$ cat src/rtl/instr_aligner.sv
// Instruction aligner: splits fetch words into 16-bit parcels and emits whole RV32 instructions.
// Compressed (RVC) support is enabled by defining INSTR_ALIGNER_RVC_EN; otherwise every instruction is 32-bit.
module instr_aligner #(
    parameter int RW          = 64,
    parameter int BUF_PARCELS = 4
) (
    input  logic          clk,
    input  logic          rst_n,
    input  logic          flush,
    input  logic          fifo_empty,
    output logic          fifo_rden,
    input  logic [RW-1:0] fifo_dout,
    output logic          out_valid,
    input  logic          out_ready,
    output logic [31:0]   out_instr,
    output logic [31:0]   out_pc,
    output logic          out_compressed
);

    logic [BUF_PARCELS-1:0][15:0] par, par_n, shifted;
    logic [2:0]  count, cnt_sh;
    logic [3:0]  cnt_n;
    logic [31:0] bpc, bpc_n;
    logic        inflight;
    logic        is_c, fire;
    logic [1:0]  consumed;
    logic [31:0] row_pc, row_w;

    assign row_pc = fifo_dout[63:32];
    assign row_w  = fifo_dout[31:0];

`ifdef INSTR_ALIGNER_RVC_EN
    assign is_c = (par[0][1:0] != 2'b11);
`else
    assign is_c = 1'b0;
`endif

    always_comb begin
        out_valid      = is_c ? (count >= 3'd1) : (count >= 3'd2);
        out_instr      = is_c ? {16'h0000, par[0]} : {par[1], par[0]};
        out_pc         = bpc;
        out_compressed = out_valid && is_c;
        fire           = out_valid && out_ready;
        consumed       = fire ? (is_c ? 2'd1 : 2'd2) : 2'd0;
    end

    // Read only when the buffer can absorb both the row in flight and the new one.
    assign fifo_rden = rst_n && !flush && !fifo_empty &&
                       ((4'(count) - 4'(consumed) + {2'b00, inflight, 1'b0}) <= 4'd2);

    always_comb begin
        shifted = par >> {consumed, 4'b0000};
        cnt_sh  = count - 3'(consumed);
        par_n   = shifted;
        cnt_n   = {1'b0, cnt_sh};
        bpc_n   = fire ? (bpc + (is_c ? 32'd2 : 32'd4)) : bpc;
        if (inflight) begin
            if (cnt_sh == 3'd0) begin
                bpc_n    = row_pc;
                par_n[0] = row_w[15:0];
                par_n[1] = row_w[31:16];
                cnt_n    = 4'd2;
`ifdef INSTR_ALIGNER_RVC_EN
                // Redirect into the middle of a word: the lower parcel is not ours.
                if (row_pc[1]) begin
                    par_n[0] = row_w[31:16];
                    par_n[1] = shifted[1];
                    cnt_n    = 4'd1;
                end
`endif
            end else begin
                for (int i = 0; i < BUF_PARCELS; i++) begin
                    if (cnt_sh == 3'(i))
                        par_n[i] = row_w[15:0];
                    if (cnt_sh + 3'd1 == 3'(i))
                        par_n[i] = row_w[31:16];
                end
                cnt_n = {1'b0, cnt_sh} + 4'd2;
            end
        end
    end

    always_ff @(posedge clk or negedge rst_n) begin
        if (!rst_n) begin
            par      <= '0;
            count    <= 3'd0;
            bpc      <= 32'h0;
            inflight <= 1'b0;
        end else if (flush) begin
            count    <= 3'd0;
            inflight <= 1'b0;
        end else begin
            par      <= par_n;
            count    <= cnt_n[2:0];
            bpc      <= bpc_n;
            inflight <= fifo_rden;
        end
    end

    a_no_overflow: assert property (@(posedge clk) disable iff (!rst_n)
        flush || (cnt_n <= 4'(BUF_PARCELS)));

endmodule

$ cat config.mk
export PLATFORM = sky130hd
export DESIGN_NAME = instr_aligner
export DESIGN_NICKNAME = d
export VERILOG_FILES = /design/src/rtl/instr_aligner.sv
export SDC_FILE = /design/constraint.sdc
export NUM_CORES = 1
export LEC_CHECK = 0
export CORE_ASPECT_RATIO = 0.7
export CORE_MARGIN = 2
export CORE_UTILIZATION = 45
export CTS_CLUSTER_DIAMETER = 40
export DETAILED_ROUTE_END_ITERATION = 10
export GPL_ROUTABILITY_DRIVEN = 0
export PLACE_DENSITY = 0.77
export SLEW_MARGIN = 20
export SYNTH_ARGS = -nofsm -noshare
export SYNTH_HDL_FRONTEND = slang
export SYNTH_SLANG_ARGS = --single-unit
$ cat constraint.sdc
create_clock -name clk -period 2.6 [get_ports clk]
set_clock_uncertainty 0.2 [all_clocks]
set_input_delay 0.52 -clock clk [delete_from_list [all_inputs] [get_ports clk]]
set_output_delay 0.52 -clock clk [all_outputs]
set_load 0.01 [all_outputs]
==> summary.md <==
| Metric | Value |
|---|---|
| Post-synth top area share | 44.8% |
| DP Cell Count | 873 |
| Ordered cell list for the critical path | o21ai_4 > inv_2 > fa_1 > inv_1 > fa_2 > xor2_1 > and4_1 > buf_2 |
| Largest net degree at the start of global routing | 63 |
| Pint | 4810 µW |
| Mean post-synth cell area | 9.17 µm² |
| Slowest stage delay, CP | 0.47 ns |
| Worst-path fanout max | 2 |
| Reg2reg start | count[2] |
| CTS clk-pin slew, worst paths | 0.08 ns |
| Worst R2R Setup Slack | -0.08 ns |
| Fin Hold WS | 0.103 ns |
| Max Fclk | 318 MHz |
| Setup CP Type | flop to output port |
| Tcrit/Tclk final | 121% |
| Top post-synthesis cells by count | 99 x dfrtp_1, 54 x nand2_1, 45 x a22oi_1 |
| TritonCTS clock tree | yes |
| Std-Cell Rows | 33 |
| Number of synthesized register bits | 99 |
| Gr usage total | 27.8% |
| Layout cells sized above 1 | 20.7% |
| Hold_buf cts | 0 |
| Vias per cell | 6.32 |
| Setup-failing EPs final | 39 |
| # clock sinks | 99 |
| Sequential Power Share | 32.8% |
| Number of port buffers | 134 |
| Layout Nets | 825 |
| Worst Tran Pin Value | 0.786 ns |
| First-pass GRT wire length | 28900 µm |
| Crit. End Element | output port |
| Netlist Area Pre-Place | 0.00553 mm² |
| Final Hold Fails | 0 |
| EDFF count, synth | 0 |
| Placed cell area | 0.00718 mm² |
| DIE WIDTH | 137 µm |
| Clock Power Share | 16.9% |
| Most common cell in the netlist | dfrtp_1 |
| Clk root buf | clkbuf_16 |
| Initial Utilization | 46.7% |
| Crit start category | flop |
| Vias in the first global route | 5367 |
| Sw power | 3070 µW |
| Clk_lat worst skew | 0.35 ns |
| Synth unique cells | 65 |
| Final core occ | 68.1% |
| Async S/R FF share, synth | 100% |
| Fin. max-slew vios | 0 |
| Residual DRC | 0 |
| Synthesis-to-layout area growth | 45.9% |
| Dominant synthesized flop cell | dfrtp_1 |
| Failing checks | setup timing |
| Sequential share of the synthesized area | 44.8% |
| Arr. time, crit path | 2.43 ns |
| Xor/xnor share of the synthesized area | 0.317% |
| Slew headroom | 47.5% |
| GR Overflow Total | 0 |
| Mux cell area share after synthesis | 0.769% |
| Initial antenna violation count | 0 |
| Crit-path slowest cell | fa_1 |
| Io pins | 136 |
| Synth area leaders | dfrtp_1 45%, a22oi_1 6.1%, buf_4 4.5% |
| Detailed Routing Iterations Pass 1 | 5 |
| Maximum clock path buffer count | 2 |
| DR vias | 5763 |
| Min setup slack post-route | -0.550 ns |
| CTS buffer count | 9 |
| Yosys top cell by area | dfrtp_1 |
| Chip Height | 96.8 µm |
| RSZ-0062 raised after global routing | true |
| Average wire per standard cell | 21.8 µm |
| Pwr Density | 977 mW/mm² |
| Die Area | 0.0132 mm² |
| Lkg Pwr | 0.00326 µW |
| Core Box Area | 0.0119 mm² |
| Multi-input logic area | 0.00292 mm² |
| Final HPWL DP | 12700 µm |
| Reg-to-Reg End | out_instr[25] |
| Final Cell Area | 0.00807 mm² |
| Post-synthesis compound-gate area fraction | 24.6% |
| Simple-Gate Fraction of Synth Area | 19.1% |
| Detailed Route Iter0 Violations | 680 |
| Routed WL | 19900 µm |
| Yosys Warn Count | 0 |
| Largest family of logic cells by synthesized area | compound AO/OA/AOI/OAI gates |
| Max cap viols | 0 |
| ANT nets after route | 0 |
| Fill cells | 838 |
| Htree depth | 3 |
| Tmin final | 3.15 ns |
| Overall Power | 7890 µW |
| Reg area | 0.00248 mm² |
| Hold Path Class | primary input to asynchronous set/reset pin |
| Combinational share of power | 50.3% |
| Final Non-Filler Cells | 912 |
| CP Data Required Time | 1.88 ns |
| Reg2Reg Depth | 13 |
| Post-Synth Adder-Cell Area | 1.85% |
| Outcome | finished with violations |
| Maximum VDD drop | 0.512 mV |
| Switching Fraction | 39.0% |
| Post-Synthesis Cells | 603 |
[cells by family after synthesis]
logic type | Yosys count
other cells | 1
xor+xnor | 2
buf+inv | 90
fa+ha+maj | 7
flops | 99
simple gates | 201
mux | 4
compound gates | 199
[flip-flops by register name (all words and copies together), names as in the netlist]
name,count
count,2
inflight,1
out_instr,32
out_pc,32
par,32
[worst max-delay path by stage]
stage	depth (start not counted)	to	slack (ns)	start
6_report	8	fifo_rden	-0.55	count[2]
3_3_place_gp	9	fifo_rden	-1.11	out_ready
2_1_floorplan	7	fifo_rden	-0.13	count[2]
4_1_cts	8	fifo_rden	-0.57	count[1]
5_1_grt	8	fifo_rden	-0.63	count[2]
3_5_place_dp	9	fifo_rden	-1.20	out_ready
[power by group through the flow]
stage | clock network [µW] | logic [µW] | registers, µW
after floorplan | 0 | 1760 | 2520
after global placement | 0 | 2990 | 2530
after detailed placement | 0 | 3120 | 2560
after CTS | 1350 | 3360 | 2540
after global routing | 1420 | 4230 | 2660
final | 1340 | 3960 | 2590
[placed cells by master, fill, tap and decap left out, types with 4 or more instances in the layout]
| master | instances |
|---|---|
| inv_1 | 16 |
| nand2b_1 | 8 |
| nand4_1 | 14 |
| nor2_2 | 4 |
| nor2_1 | 32 |
| clkdlybuf4s50_1 | 130 |
| o2bb2ai_2 | 11 |
| o21ai_0 | 24 |
| a21oi_1 | 26 |
| dfrtp_1 | 97 |
| a22o_1 | 16 |
| a22oi_1 | 35 |
| nand2_1 | 51 |
| clkbuf_16 | 14 |
| a31oi_1 | 5 |
| nor2b_1 | 6 |
| a311oi_1 | 6 |
| a22oi_2 | 10 |
| nor3_1 | 16 |
| o22a_1 | 5 |
| nand3_1 | 13 |
| nor4_1 | 6 |
| nor3b_1 | 6 |
| and3_1 | 10 |
| o211ai_1 | 5 |
| o21ai_1 | 27 |
| buf_12 | 11 |
| or3_1 | 5 |
| buf_6 | 5 |
| and4_1 | 5 |
| buf_4 | 52 |
[metal layers]
metal | vias up | global-route usage [%] | part of all wire (%)
li1 | 2507 | - | -
met3 | 50 | 6.97 | 12
met4 | 0 | 6.41 | 2.0
met1 | 2771 | 42.0 | 41
met2 | 435 | 39.9 | 45
met5 | - | 0 | 0
[through the flow]
stage	worst slack [ns]	TNS (ns)
after floorplan	-0.133	-0.628
after global placement	-1.11	-47.36
after detailed placement	-1.20	-57.94
after CTS	-0.568	-0.584
after global routing	-0.635	-5.00
final	-0.550	-1.91
[critical path: cells and delay by family (launching register included)]
kind | cells | cell delay, ns
AND/OR/NAND/NOR | 1 | 0.23
flip-flops | 1 | 0.43
XOR/XNOR | 1 | 0.17
adder cells (fa/ha/maj) | 2 | 0.81
buffers and inverters | 3 | 0.27
AO/OA/AOI/OAI | 1 | 0.18
[layout make-up]
cell class	instances	area share, %
well taps	157	2.43
inverters	17	0.791
repair buffers	206	26.2
diodes	1	0.0310
flip-flops and latches	99	30.7
clock buffers	9	2.79
multi-input cells	416	36.2
clock inverters	7	0.884
[repair_timing]
item / CTS / global route
setup endpoints to repair: 95 / 89
cloned: 1 / 6
setup buffers: 6 / 10
resized for setup: 26 / 65
pin swaps: 7 / 12
No activity file was read; power rests on OpenSTA's default activity.
